<file path="config.mk">
export PLATFORM = sky130hd
export DESIGN_NAME = pwm_multichannel_flat
export DESIGN_NICKNAME = d
export VERILOG_FILES = /design/src/rtl/pwm_pkg.sv /design/src/rtl/pwm_multichannel_if.sv /design/src/rtl/pwm_channel.sv /design/src/rtl/pwm_multichannel.sv /design/src/flat_wrapper.sv
export SDC_FILE = /design/constraint.sdc
export NUM_CORES = 1
export LEC_CHECK = 0
export CORE_ASPECT_RATIO = 0.8
export CORE_MARGIN = 2
export CORE_UTILIZATION = 59
export CTS_CLUSTER_SIZE = 28
export DETAILED_ROUTE_END_ITERATION = 8
export GPL_TIMING_DRIVEN = 0
export MAX_ROUTING_LAYER = met4
export PLACE_DENSITY = 0.86
export RECOVER_POWER = 25
export SLEW_MARGIN = 10
export SYNTH_ARGS = -nofsm -noshare
export SYNTH_HDL_FRONTEND = slang
export SYNTH_SLANG_ARGS = --single-unit
</file>
<file path="constraint.sdc">
create_clock -name i_clk -period 4.5 [get_ports i_clk]
set_clock_uncertainty 0.1 [all_clocks]
set_input_delay 0.9 -clock i_clk [delete_from_list [all_inputs] [get_ports i_clk]]
set_output_delay 0.9 -clock i_clk [all_outputs]
set_load 0.005 [all_outputs]
</file>
<file path="src/rtl/pwm_pkg.sv">
// Shared definitions for the multi-channel PWM generator: counting modes,
// counter direction encoding and the per-channel phase offset helper.
package pwm_pkg;

  localparam logic MODE_EDGE   = 1'b0;
  localparam logic MODE_CENTER = 1'b1;

  typedef enum logic {
    DIR_UP   = 1'b0,
    DIR_DOWN = 1'b1
  } dir_t;

  // Evenly spaced phase offset of channel ch over a 2**width counter range.
  function automatic int unsigned stagger_offset(input int unsigned ch,
                                                 input int unsigned width,
                                                 input int unsigned channels);
    return ch * ((32'd1 << width) / channels);
  endfunction

endpackage

</file>
<file path="src/rtl/pwm_multichannel_if.sv">
// Control/status bundle between the register front end (master) and the
// PWM generator (slave). Names are from the generator's point of view.
interface pwm_multichannel_if #(
  parameter int WIDTH    = 4,
  parameter int CHANNELS = 4
);
  logic                      i_en;
  logic                      i_mode;
  logic [CHANNELS*WIDTH-1:0] i_d_c;
  logic                      i_load;
  logic                      o_pending;
  logic                      o_period_end;
  logic [CHANNELS-1:0]       o_out;

  modport master (
    output i_en, i_mode, i_d_c, i_load,
    input  o_pending, o_period_end, o_out
  );

  modport slave (
    input  i_en, i_mode, i_d_c, i_load,
    output o_pending, o_period_end, o_out
  );
endinterface

</file>
<file path="src/rtl/pwm_channel.sv">
// One PWM channel: shadow/active duty pair, compare against the (possibly
// phase-shifted) shared counter, and the registered output.
module pwm_channel #(
  parameter int WIDTH = 4
) (
  input  logic             i_clk,
  input  logic             i_rst_n,
  input  logic             i_en,
  input  logic             i_load,
  input  logic             i_boundary,
  input  logic [WIDTH-1:0] i_duty,
  input  logic [WIDTH-1:0] i_cnt,
  output logic             o_out
);

  logic [WIDTH-1:0] r_shadow;
  logic [WIDTH-1:0] r_active;
  logic             r_out;

  // Shadow captures every load; the last load before a boundary wins.
  always_ff @(posedge i_clk) begin
    if (!i_rst_n) begin
      r_shadow <= '0;
    end else if (i_load) begin
      r_shadow <= i_duty;
    end
  end

  // Active duty changes only at a boundary, or immediately while stopped.
  // A load coinciding with the boundary bypasses the shadow.
  always_ff @(posedge i_clk) begin
    if (!i_rst_n) begin
      r_active <= '0;
    end else if (!i_en) begin
      if (i_load) begin
        r_active <= i_duty;
      end
    end else if (i_boundary) begin
      r_active <= i_load ? i_duty : r_shadow;
    end
  end

  // Registered compare; forced low while stopped.
  always_ff @(posedge i_clk) begin
    if (!i_rst_n) begin
      r_out <= 1'b0;
    end else begin
      r_out <= i_en && (i_cnt < r_active);
    end
  end

  assign o_out = r_out;

endmodule

</file>
<file path="src/rtl/pwm_multichannel.sv">
// Multi-channel PWM generator: one shared period counter (edge- or
// center-aligned) feeding CHANNELS compare channels with boundary-synchronous
// duty updates.
// Build option: define PWM_PHASE_STAGGER_EN to spread the edge-aligned
// channel phases evenly over the period.
module pwm_multichannel
  import pwm_pkg::*;
#(
  parameter int WIDTH    = 4,
  parameter int CHANNELS = 4
) (
  input  logic               i_clk,
  input  logic               i_rst_n,
  pwm_multichannel_if.slave  bus
);

  localparam logic [WIDTH-1:0] L_CNT_MAX = '1;

  logic [WIDTH-1:0] r_cnt;
  logic [WIDTH-1:0] w_cnt_next;
  dir_t             r_dir;
  dir_t             w_dir_next;
  logic             r_mode_q;
  logic             r_pending;
  logic             w_boundary;
  logic [WIDTH-1:0] w_cnt_ch [CHANNELS];
  logic [CHANNELS-1:0] w_out;

  // Last cycle of the period for the mode latched at the previous boundary.
  always_comb begin
    w_boundary = 1'b0;
    if (bus.i_en) begin
      if (r_mode_q == MODE_EDGE) begin
        w_boundary = (r_cnt == L_CNT_MAX);
      end else begin
        w_boundary = (r_cnt == '0) && (r_dir == DIR_DOWN);
      end
    end
  end

  // Counter/direction state register.
  always_ff @(posedge i_clk) begin
    if (!i_rst_n) begin
      r_cnt <= '0;
      r_dir <= DIR_UP;
    end else begin
      r_cnt <= w_cnt_next;
      r_dir <= w_dir_next;
    end
  end

  // Next counter state; every period restarts from 0 counting up, which also
  // makes mode switches at the boundary clean. In center mode the top value
  // is held for one extra cycle while the direction flips.
  always_comb begin
    w_cnt_next = r_cnt;
    w_dir_next = r_dir;
    if (!bus.i_en || w_boundary) begin
      w_cnt_next = '0;
      w_dir_next = DIR_UP;
    end else if (r_mode_q == MODE_EDGE) begin
      w_cnt_next = r_cnt + 1'b1;
      w_dir_next = DIR_UP;
    end else if (r_dir == DIR_UP) begin
      if (r_cnt == L_CNT_MAX) begin
        w_dir_next = DIR_DOWN;
      end else begin
        w_cnt_next = r_cnt + 1'b1;
      end
    end else begin
      w_cnt_next = r_cnt - 1'b1;
    end
  end

  // Mode follows the input while stopped, otherwise only at the boundary.
  always_ff @(posedge i_clk) begin
    if (!i_rst_n) begin
      r_mode_q <= MODE_EDGE;
    end else if (!bus.i_en || w_boundary) begin
      r_mode_q <= bus.i_mode;
    end
  end

  // Pending means the shadow holds a load the active registers have not seen.
  always_ff @(posedge i_clk) begin
    if (!i_rst_n) begin
      r_pending <= 1'b0;
    end else if (!bus.i_en) begin
      if (bus.i_load) begin
        r_pending <= 1'b0;
      end
    end else if (w_boundary) begin
      r_pending <= 1'b0;
    end else if (bus.i_load) begin
      r_pending <= 1'b1;
    end
  end

  for (genvar gi = 0; gi < CHANNELS; gi++) begin : g_ch
`ifdef PWM_PHASE_STAGGER_EN
    localparam logic [WIDTH-1:0] L_OFFS =
      WIDTH'(stagger_offset(gi, WIDTH, CHANNELS));
    assign w_cnt_ch[gi] = (r_mode_q == MODE_EDGE) ? (r_cnt + L_OFFS) : r_cnt;
`else
    assign w_cnt_ch[gi] = r_cnt;
`endif

    pwm_channel #(.WIDTH(WIDTH)) u_ch (
      .i_clk      (i_clk),
      .i_rst_n    (i_rst_n),
      .i_en       (bus.i_en),
      .i_load     (bus.i_load),
      .i_boundary (w_boundary),
      .i_duty     (bus.i_d_c[gi*WIDTH +: WIDTH]),
      .i_cnt      (w_cnt_ch[gi]),
      .o_out      (w_out[gi])
    );
  end

  assign bus.o_out        = w_out;
  assign bus.o_pending    = r_pending;
  assign bus.o_period_end = w_boundary;

endmodule

</file>
<file path="src/flat_wrapper.sv">
// flat-port wrapper written by rule: the top's interface ports become plain ports
module pwm_multichannel_flat import pwm_pkg::*;
#(
  parameter int WIDTH    = 4,
  parameter int CHANNELS = 4
)
  (i_clk, i_rst_n, bus_i_en, bus_i_mode, bus_i_d_c, bus_i_load, bus_o_pending, bus_o_period_end, bus_o_out);
  pwm_multichannel_if #(.WIDTH(WIDTH), .CHANNELS(CHANNELS)) bus_i ();
  input  logic i_clk;
  input  logic i_rst_n;
  input wire logic [$bits(bus_i.i_en)-1:0] bus_i_en;
  input wire logic [$bits(bus_i.i_mode)-1:0] bus_i_mode;
  input wire logic [$bits(bus_i.i_d_c)-1:0] bus_i_d_c;
  input wire logic [$bits(bus_i.i_load)-1:0] bus_i_load;
  output wire logic [$bits(bus_i.o_pending)-1:0] bus_o_pending;
  output wire logic [$bits(bus_i.o_period_end)-1:0] bus_o_period_end;
  output wire logic [$bits(bus_i.o_out)-1:0] bus_o_out;
  assign bus_i.i_en = bus_i_en;
  assign bus_i.i_mode = bus_i_mode;
  assign bus_i.i_d_c = bus_i_d_c;
  assign bus_i.i_load = bus_i_load;
  assign bus_o_pending = bus_i.o_pending;
  assign bus_o_period_end = bus_i.o_period_end;
  assign bus_o_out = bus_i.o_out;
  pwm_multichannel #(.WIDTH(WIDTH), .CHANNELS(CHANNELS)) u_core (.i_clk(i_clk), .i_rst_n(i_rst_n), .bus(bus_i));
endmodule
</file>
* Word level (Yosys, flattened, before mapping)
Index checks and enable logic that the tools add are counted.
** Storage, ports and cells
- Logic and storage cells :: 68
- Output and inout bits :: 6
- Flip-flop bits (word level) :: 43
** Operators by class
- Add/subtract/negate cells :: 2
- Equal/unequal tests :: 3
- Mux-type cells :: 27
- Order comparisons :: 4
- Reductions and logical operators :: 14
- Bitwise gates (word level) :: 2
** Operator list (number)
- 2-to-1 mux 4 bit :: 19
- less-than comparator 4 bit :: 4
- 2-to-1 mux 1 bit :: 8
- logical AND 1 bit :: 5
- adder 4 x 1 -> 4 bit, second input constant :: 1
- == test 4 bit, second input constant :: 1
- zero test 4 bit :: 1
- AND reduction 2 bit :: 2
- nonzero test 2 bit :: 2
- subtractor 4 x 1 -> 4 bit, second input constant :: 1
- != test 3 x 2 -> 1 bit, second input constant :: 1
- OR reduction 3 bit :: 1
- != test 2 x 1 -> 1 bit, second input constant :: 1
- inverter 1 bit :: 2
- OR reduction 2 bit :: 1
- zero test 1 bit :: 1
- logical OR 1 bit :: 1

* Depth between registers and ports, before layout
Gate-level depths: netlist (run 1).
- Depth after elaboration :: 6
- Mapped depth :: 7
- Depth with buffers taken out :: 6

* By module
From an unflattened synthesis (run 1), not the netlist that was laid out.
** Second synthesis, totals
- Cell total of the unflattened synthesis :: 236
- Area, all modules :: 2253.4 µm²
** Modules (own cells, without submodules)
- pwm_channel :: area each 442.9 µm², sequential area each 180.2 µm², cells each 46, times used 4
- pwm_multichannel :: area each 481.7 µm², sequential area each 140.1 µm², cells each 52, times used 1

* Worst setup path after synthesis (run 1)
No wires, ideal clock.
- Kind :: reg2out
- From :: reg u_core.r_cnt[1]
- To :: out bus_o_period_end
- Data required time :: 3500 ps
- Arrival time :: 1158 ps
- Cell stages (with the launch flop) :: 5
- Setup slack :: 2342 ps
- Path buffers :: 0
- Cells stage by stage :: dfxtp_1 > ha_1 > nand3_2 > o22ai_1 > and2_1
** On the way
- Word-level cells in the longest chain between the ends :: 4
- Elaborated cells between the ends (all ways) :: 5
** RTL lines
- from (decl) :: line pwm_multichannel.sv:19 : logic [WIDTH-1:0] r_cnt;
- from (signal assigned) :: line pwm_multichannel.sv:47 : r_cnt <= w_cnt_next;
- zero test 4 bit :: line pwm_multichannel.sv:36 : w_boundary = (r_cnt == '0) && (r_dir == DIR_DOWN);
- logical AND 1 bit :: line pwm_multichannel.sv:36
- 2-to-1 mux 1 bit (*) :: line pwm_multichannel.sv:33 : if (r_mode_q == MODE_EDGE) begin
- 2-to-1 mux 1 bit (*) :: line pwm_multichannel.sv:32 : if (bus.i_en) begin
- to (decl) :: line flat_wrapper.sv:16 : output wire logic [$bits(bus_i.o_period_end)-1:0] bus_o_period_end;
Mark *: on every way between the ends. The rest lies on a longest branch, timed or not.

* Worst setup path in the final report (run 1)
- From :: in bus_i_en
- To :: out bus_o_period_end
** On the way
- Word-level cells in the longest chain between the ends :: 1
** RTL lines
- from (decl) :: line flat_wrapper.sv:11 : input wire logic [$bits(bus_i.i_en)-1:0] bus_i_en;
- 2-to-1 mux 1 bit :: line pwm_multichannel.sv:32
Every way passes these cells.

==> results of run 1 <==
[flip-flops by register name (all words and copies together) (netlist names)]
name and count:
u_core.bus.o_pending 1, u_core.g_ch.u_ch.r_active 16, u_core.g_ch.u_ch.o_out 4, u_core.r_dir 1
u_core.r_cnt 4, u_core.g_ch.u_ch.r_shadow 16, u_core.r_mode_q 1
[critical path: stages]
cell and delay [ns]:
dlygate4sd3_1 0.70, and2_1 0.21, clkdlybuf4s50_1 0.51
[synth_stat cells (all sizes together)]
master,instances,area (sq um)
a211oi,4,30.0
a21o,8,60.1
a21oi,1,5.00
a221oi,1,8.76
and2,2,12.5
and3,1,6.26
buf,10,75.1
clkbuf,6,22.5
dfxtp,43,861
ha,15,188
inv,15,56.3
mux2i,19,190
nand2,17,63.8
nand2b,7,43.8
nand3,2,15.0
nand3b,2,27.5
nor2,7,26.3
nor2b,17,106
nor3,1,5.00
nor3b,2,15.0
o211a,16,160
o21a,1,15.0
o21ai,3,15.0
o221ai,1,26.3
o22ai,17,106
o32ai,1,8.76
or2,2,12.5
xnor2,1,8.76
xor2,2,17.5
[cells by family (layout without fill, tap and decap cells)]
family          count (synthesis)  count (layout)  share of synthesized area
simple gates                   60              60                      0.153
compound gates                 53              53                      0.199
flops                          43              43                      0.393
buf+inv                        31              63                     0.0703
mux                            19              19                     0.0869
fa+ha+maj                      15              15                     0.0858
xor+xnor                        3               3                     0.0120
[layout make-up]
class	instances	area share
Tap cell	42	0.0205
Sequential cell	43	0.336
Timing Repair Buffer	25	0.0978
Multi-Input combinational cell	150	0.452
Inverter	15	0.0220
Buffer	16	0.0376
Clock inverter	1	0.00196
Clock buffer	6	0.0323
[stage by stage]
step                power, mW  utilization
floorplan               0.510            -
global placement        0.553        0.713
detailed placement      0.558        0.713
CTS                     0.802        0.738
global route            0.831        0.733
finish                  0.796        0.733
[routing by layer]
layer / share of wire / wire, microns / up-vias / track usage
met5: 0 / 0 / - / -
li1: - / - / 849 / -
met2: 0.46 / 2010 / 28 / 0.380
met1: 0.49 / 2140 / 802 / 0.289
met3: 0.037 / 159 / 5 / 0.0462
met4: 0.011 / 49 / 0 / 0.0728
[power groups by stage]
stage	logic, mW	registers [mW]	clock network (mW)
finish	0.130	0.419	0.248
global route	0.144	0.421	0.266
global placement	0.127	0.426	0
detailed placement	0.131	0.427	0
CTS	0.132	0.418	0.252
floorplan	0.0867	0.423	0
[worst min-delay path by stage]
stage | start | to | slack [ns] | cells after the start
6_report | u_core.g_ch[0].u_ch.r_active[0] | u_core.g_ch[0].u_ch.r_active[0] | 0.41 | 1
3_3_place_gp | u_core.g_ch[1].u_ch.r_active[1] | u_core.g_ch[1].u_ch.r_active[1] | 0.38 | 1
2_1_floorplan | u_core.g_ch[0].u_ch.r_active[1] | u_core.g_ch[0].u_ch.r_active[1] | 0.37 | 1
5_1_grt | u_core.g_ch[0].u_ch.r_active[2] | u_core.g_ch[0].u_ch.r_active[2] | 0.43 | 1
4_1_cts | u_core.g_ch[0].u_ch.r_active[0] | u_core.g_ch[0].u_ch.r_active[0] | 0.41 | 1
3_5_place_dp | u_core.g_ch[0].u_ch.r_active[0] | u_core.g_ch[0].u_ch.r_active[0] | 0.39 | 1
==> results_dict.tcl, run 1 <==
set metrics [dict create \
    dp.cells 291 \
    fin_tns_setup_ns 0 \
    layout.nets 292 \
    cts.sinks 43 \
    drt-initial-drc-count 88 \
    synthToLayoutAreaGrowth_pct 17.0 \
    intPower_uw 597 \
    port_buffers 25 \
    grt_pass1_vias 1660 \
    max_cap_violations 0 \
    cts_max_level 2 \
    cts_tree "built" \
    place.gp.congestion 0.813 \
    leakagePower_nw 1.25 \
    hpwlAfterDp_microns 3160 \
    start_kind "input pin" \
    place_area_sq_um 2490 \
    rrSetupSlack_ns 2.06 \
    clk_pin_slew_worst_paths_ns 0.08 \
    yosys_warnings 0 \
    finalHoldViolCount 0 \
    worst_slew_pin_slew_ns 0.773 \
    antenna_found_initial 0 \
    row_count 19 \
    track_usage 0.231 \
    synth_area_sq_um 2190 \
    fillers 287 \
    period_share 0.738 \
    syn_inst 224 \
    dieArea_sq_um 4220 \
    cts_buffers 5 \
    grt_setup_unrepaired "false" \
    ctsResizeCount 0 \
    synth.distinct_cells 34 \
    switching_power_uw 199 \
    cp_data_arrival_time_ns 2.32 \
    whs_ns 0.405 \
    antenna_left 0 \
    multiInputGateArea_sq_um 1160 \
    timing.rr.start "u_core.r_cnt[1]" \
    max_slew_margin 0.485 \
    drive_gt1_frac 0.0781 \
    setup_ws_ns 1.18 \
    reg2regPathDepth 6 \
    initial_core_util 0.626 \
    ys_seq_area_frac 0.393 \
    period_minus_slack_ns 3.32 \
    layout_common_cells "43 x dfxtp_1, 23 x clkdlybuf4s50_1, 19 x mux2i_1" \
    die_h_microns 58.5 \
    post-cts-setup-buffers 0 \
    finalMaxSlewViolations 0 \
    switching_share 0.250 \
    peakVddDrop_mv 0.248 \
    grt_overflow 0 \
    clk_latency_ns 0.29 \
    final_common_cell "dfxtp_1" \
    wl_per_cell_microns 14.6 \
    post-route-cell-area_sq_um 2560 \
    root_buffer "clkbuf_8" \
    power_density_nw_per_um2 311 \
    diodes 0 \
    cts.path.max_buffers 2 \
    place_worst_setup_slack_ns 1.21 \
    route.detailed.drc 0 \
    ioPinCount 27 \
    endpoint_kind "output pin" \
    max_freq_ghz 0.301 \
    layout.cells.non_filler 298 \
    cp_data_required_time_ns 3.50 \
    register_area_sq_um 861 \
    crit_path_end "bus_o_period_end" \
    power_frac_seq 0.526 \
    grt_max_degree 13 \
    synth_nets 260 \
    crit_start "bus_i_en" \
    crit_fanout 7 \
    status "finished, final reports clean" \
    hold_class "reg -> reg" \
    grt_pass1_wl_microns 7330 \
    dr_total_vias 1684 \
    combPwrFrac 0.163 \
    timing.rr.end "u_core.g_ch[3].u_ch.r_active[1]" \
    cts_hold_buf 0 \
    pwr-share-clk 0.311 \
    wl_microns 4360 \
    synth_area_per_cell_sq_um 9.77 \
    die_w_microns 72.1 \
    via_per_inst 5.65 \
    design.core.area_sq_um 3490 \
    setup_violations 0 \
    drtPass1Iterations 4 \
    crit_type "in -> out" \
    synth-seq-cells 43 \
]
Power figures use the tool's default switching activity.
==> run 2: changes to the inputs <==
--- a/config.mk
+++ b/config.mk
@@ -7,12 +7,12 @@
 export LEC_CHECK = 0
 export CORE_ASPECT_RATIO = 0.8
 export CORE_MARGIN = 2
-export CORE_UTILIZATION = 59
+export CORE_UTILIZATION = 55
 export CTS_CLUSTER_SIZE = 28
 export DETAILED_ROUTE_END_ITERATION = 8
 export GPL_TIMING_DRIVEN = 0
 export MAX_ROUTING_LAYER = met4
-export PLACE_DENSITY = 0.86
+export PLACE_DENSITY = 0.81
 export RECOVER_POWER = 25
 export SLEW_MARGIN = 10
 export SYNTH_ARGS = -nofsm -noshare
==> constraint.sdc (replaced) <==
create_clock -name i_clk -period 3.21 [get_ports i_clk]
set_clock_uncertainty 0.1 [all_clocks]
set_input_delay 0.642 -clock i_clk [delete_from_list [all_inputs] [get_ports i_clk]]
set_output_delay 0.642 -clock i_clk [all_outputs]
set_load 0.005 [all_outputs]
==> run 2 against run 1 <==
Sequential power grew 40%. Combinational power is 42% higher. Largest cell class unchanged. Via count down 0.36%. Critical path depth is 2 higher. Total power up 48%. Final cell count rose by 4.4%. Routed wire length increased by 0.57%. Utilization fell by 4.7 points. Hold slack is essentially flat.
==> results_dict.tcl, run 2 (synthesis results as in run 1) <==
set metrics [dict create \
    whs_ns 0.406 \
    status "finished, final reports clean" \
    cts.path.max_buffers 2 \
    multiInputGateArea_sq_um 1170 \
    antenna_left 0 \
    power_mw 1.18 \
    synthToLayoutAreaGrowth_pct 19.2 \
    endpoint_kind "output pin" \
    die_w_microns 74.5 \
    register_area_sq_um 861 \
    grt_overflow 0 \
    period_share 0.923 \
    cts_hold_buf 0 \
    root_buffer "clkbuf_8" \
    grt_pass1_vias 1654 \
    leakagePower_nw 1.26 \
    route.detailed.drc 0 \
    reg2regPathDepth 6 \
    cts.sinks 43 \
    worst_slew_pin_slew_ns 0.643 \
    place_worst_setup_slack_ns 0.438 \
    place_area_sq_um 2510 \
    track_usage 0.226 \
    row_count 20 \
    fillers 315 \
    ioPinCount 27 \
    initial_core_util 0.575 \
    cp_data_required_time_ns 2.47 \
    grt_setup_unrepaired "false" \
    wl_microns 4380 \
    max_slew_margin 0.571 \
    final_common_cell "dfxtp_1" \
    die_h_microns 60.4 \
    drtPass1Iterations 4 \
    timing.rr.end "u_core.g_ch[1].u_ch.r_active[2]" \
    hpwlAfterDp_microns 3150 \
    max_freq_ghz 0.338 \
    post-route-cell-area_sq_um 2610 \
    whs_endpoint "u_core.g_ch[2].u_ch.r_active[1]" \
    rrSetupSlack_ns 1.09 \
    antenna_found_initial 0 \
    layout_common_cells "43 x dfxtp_1, 22 x clkdlybuf4s50_1, 19 x mux2i_1" \
    fin_tns_setup_ns 0 \
    postLayoutCoreUtil 0.686 \
    port_buffers 25 \
    peakVddDrop_mv 0.339 \
    cts_max_level 2 \
    clk_pin_slew_worst_paths_ns 0.08 \
    top_regs "u_core.g_ch.u_ch.r_active x16, u_core.g_ch.u_ch.r_shadow x16" \
    start_kind "flip-flop" \
    grt_max_degree 13 \
    ctsResizeCount 0 \
    period_minus_slack_ns 2.96 \
    finalMaxSlewViolations 0 \
    place.gp.congestion 0.760 \
    design.core.area_sq_um 3800 \
    layout.nets 292 \
    setup_violations 0 \
    finalHoldViolCount 0 \
    layout.cells.non_filler 311 \
    cts_tree "built" \
    dieArea_sq_um 4500 \
    post-cts-setup-buffers 0 \
    crit_type "reg -> out" \
    drive_gt1_frac 0.0781 \
    hold_depth 1 \
    timing.rr.start "u_core.r_cnt[1]" \
    dr_total_vias 1678 \
    cts_buffers 5 \
    grt_pass1_wl_microns 7440 \
    holdCritStartpoint "u_core.g_ch[2].u_ch.r_active[1]" \
    diodes 0 \
    dp.cells 304 \
    via_per_inst 5.40 \
    max_cap_violations 0 \
    clk_latency_ns 0.30 \
    hold_class "reg -> reg" \
    wl_per_cell_microns 14.1 \
    crit_fanout 9 \
    drt-initial-drc-count 139 \
    power_density_nw_per_um2 451 \
    setup_ws_ns 0.249 \
    cp_data_arrival_time_ns 2.22 \
]
==> run 2: changes by cell type in the layout (fill, tap and decap cells not counted), sizes merged <==
cell	change
bufinv	+1
clkdlybuf4s50	-1
dlygate4sd3	+1
clkinv	-1
==> run 2: layout make-up <==
type | instances | area share
Inverter | 15 | 0.0216
Clock inverter | 1 | 0.0115
Clock buffer | 6 | 0.0278
Sequential cell | 43 | 0.330
Multi-Input combinational cell | 150 | 0.450
Tap cell | 55 | 0.0264
Timing Repair Buffer | 25 | 0.0959
Buffer | 16 | 0.0369
==> run 2: metal layers <==
layer	wire length [microns]	vias to the layer above	GRT usage
li1	-	843	-
met1	2130	804	0.283
met2	2080	24	0.373
met3	113	7	0.0449
met4	57	0	0.0689
met5	0	-	-
==> run 2: how the worst max path moves through the flow <==
| stage | end | slack [ns] | depth (start not counted) | startpoint |
|---|---|---|---|---|
| finish | bus_o_period_end | 0.25 | 5 | u_core.r_cnt[1] |
| global route | bus_o_period_end | 0.04 | 5 | u_core.r_cnt[1] |
| CTS | bus_o_period_end | 0.26 | 5 | u_core.r_cnt[1] |
| detailed placement | bus_o_period_end | 0.44 | 3 | bus_i_en |
| global placement | bus_o_period_end | 0.43 | 3 | bus_i_en |
| floorplan | bus_o_period_end | 1.31 | 4 | u_core.r_cnt[1] |
==> run 2: where the power goes <==
part	internal, mW	switching (mW)	total [mW]
combinational	0.101	0.0828	0.184
clock	0.228	0.177	0.405
sequential	0.568	0.0192	0.587
==> run 2: critical path: stages, from the launching register on <==
cell	delay [ns]
dfxtp_1	0.56
ha_1	0.34
nand3_2	0.16
o22ai_1	0.18
and2_1	0.18
clkdlybuf4s50_1	0.50
==> run 3: changes to the inputs <==
--- a/config.mk
+++ b/config.mk
@@ -14,6 +14,7 @@
 export MAX_ROUTING_LAYER = met4
 export PLACE_DENSITY = 0.81
 export RECOVER_POWER = 25
+export SETUP_SLACK_MARGIN = 0.15
 export SLEW_MARGIN = 10
 export SYNTH_ARGS = -nofsm -noshare
 export SYNTH_HDL_FRONTEND = slang
==> run 3 against run 2 <==
Via count increased by 0.48%. Hold slack got worse by 0.00052 ns. Critical path depth decreased by 2. First-iteration DRC count up 7.2%. Highest routed layer unchanged. Largest cell class unchanged. Critical endpoint unchanged. Setup slack improved by 0.17 ns. Total power decreased by 0.20%. Global-route usage is the same. Critical path type is now in -> out.
==> results_dict.tcl, run 3 (synthesis results as in run 1) <==
set metrics [dict create \
    hpwlAfterDp_microns 3150 \
    dieArea_sq_um 4500 \
    grt_overflow 0 \
    port_buffers 25 \
    crit_start "bus_i_en" \
    cts_max_level 2 \
    rrSetupSlack_ns 0.87 \
    worst_slew_pin_slew_ns 0.820 \
    fillers 317 \
    drive_gt1_frac 0.0820 \
    hold_class "reg -> reg" \
    cp_data_arrival_time_ns 2.05 \
    via_per_inst 5.42 \
    layout.nets 292 \
    wl_met2_microns 2080 \
    drt-initial-drc-count 149 \
    design.core.area_sq_um 3800 \
    timing.rr.end "u_core.g_ch[1].u_ch.r_active[2]" \
    synthToLayoutAreaGrowth_pct 18.5 \
    finalMaxSlewViolations 0 \
    initial_core_util 0.575 \
    max_freq_ghz 0.359 \
    wl_met1_microns 2100 \
    period_minus_slack_ns 2.79 \
    grt_max_degree 13 \
    ioPinCount 27 \
    final_common_cell "dfxtp_1" \
    layout_common_cells "41 x dfxtp_1, 23 x clkdlybuf4s50_1, 19 x mux2i_1" \
    slowest_delay_ns 0.69 \
    cts_buffers 5 \
    endpoint_kind "output pin" \
    max_slew_margin 0.453 \
    track_usage 0.226 \
    antenna_left 0 \
    status "finished, final reports clean" \
    grt_pass1_vias 1654 \
    ctsResizeCount 0 \
    clk_latency_ns 0.30 \
    crit_fanout 7 \
    dr_total_vias 1686 \
    place.gp.congestion 0.760 \
    peakVddDrop_mv 0.339 \
    cts_hold_buf 0 \
    top_regs "u_core.g_ch.u_ch.r_active x16, u_core.g_ch.u_ch.r_shadow x16" \
    slowest_stage "dlygate4sd3_1" \
    whs_endpoint "u_core.g_ch[0].u_ch.r_active[0]" \
    root_buffer "clkbuf_8" \
    highest_layer "met4" \
    period_share 0.869 \
    crit_chain "dlygate4sd3_1 > and2_1 > clkdlybuf4s50_1" \
    antenna_found_initial 0 \
    reg2regPathDepth 6 \
    leakagePower_nw 1.26 \
    wl_microns 4380 \
    wl_per_cell_microns 14.1 \
    place_area_sq_um 2510 \
    die_h_microns 60.4 \
    row_count 20 \
    cts_tree "built" \
    post-route-cell-area_sq_um 2590 \
    holdCritStartpoint "u_core.g_ch[0].u_ch.r_active[0]" \
    diodes 0 \
    register_area_sq_um 863 \
    crit_type "in -> out" \
    setup_violations 0 \
    start_kind "input pin" \
    multiInputGateArea_sq_um 1160 \
    cts.sinks 43 \
    drtPass1Iterations 4 \
    met3_length_microns 139 \
    power_density_nw_per_um2 452 \
    fin_tns_setup_ns 0 \
    route.detailed.drc 0 \
    post-cts-setup-buffers 0 \
    die_w_microns 74.5 \
    clk_pin_slew_worst_paths_ns 0.08 \
    finalHoldViolCount 0 \
    cp_data_required_time_ns 2.47 \
    timing.rr.start "u_core.r_cnt[1]" \
    max_cap_violations 0 \
    grt_setup_unrepaired "false" \
    grt_pass1_wl_microns 7440 \
    cts.path.max_buffers 2 \
    hold_depth 1 \
]
[run 3: cell count changes in the layout (fill, tap and decap cells not counted)]
cell	previous run	this run
dlygate4sd3_1	3	2
o221ai_4	1	0
clkdlybuf4s50_1	22	23
o221ai_1	0	1
dfxtp_2	0	2
dfxtp_1	43	41
[run 3: final cells by class]
| cell class | count | area share |
|---|---|---|
| clock buffer | 6 | 0.0280 |
| buffer | 16 | 0.0371 |
| clock inverter | 1 | 0.0116 |
| tap | 55 | 0.0265 |
| timing repair buffer | 25 | 0.0965 |
| sequential | 43 | 0.333 |
| inverter | 15 | 0.0217 |
| multi-input combinational | 150 | 0.446 |
[run 3: per-stage QoR]
step | power, mW | cells | setup WS (ns) | utilization | hold slack (ns)
3_5_place_dp | 0.782 | 304 | 0.438 | 0.659 | 0.390
4_1_cts | 1.18 | 311 | 0.263 | 0.686 | 0.408
5_1_grt | 1.23 | 311 | 0.242 | 0.682 | 0.422
3_3_place_gp | 0.775 | 304 | 0.433 | 0.659 | 0.383
2_1_floorplan | 0.715 | 224 | 1.31 | - | 0.372
6_report | 1.17 | 311 | 0.422 | 0.682 | 0.405
[run 3: power by group]
part	internal, mW	switching [mW]	leakage [nW]
logic	0.100	0.0816	0.848
clock network	0.228	0.176	0.0513
registers	0.568	0.0191	0.356
[run 3: layer usage]
| metal | track usage | up-vias |
|---|---|---|
| met3 | 0.0449 | 7 |
| li1 | - | 842 |
| met5 | - | - |
| met1 | 0.283 | 803 |
| met4 | 0.0689 | 0 |
| met2 | 0.373 | 34 |
[run 3: how the worst max path moves through the flow]
stage / endpoint / slack, ns / cells past startpoint
global placement: bus_o_period_end / 0.43 / 3
detailed placement: bus_o_period_end / 0.44 / 3
global route: bus_o_period_end / 0.24 / 5
floorplan: bus_o_period_end / 1.31 / 4
finish: bus_o_period_end / 0.42 / 3
CTS: bus_o_period_end / 0.26 / 5
[run 3: worst max-delay path, delay by kind of cell]
| family | cells | cell delay (ns) |
|---|---|---|
| buf+inv | 2 | 1.19 |
| simple gates | 1 | 0.21 |
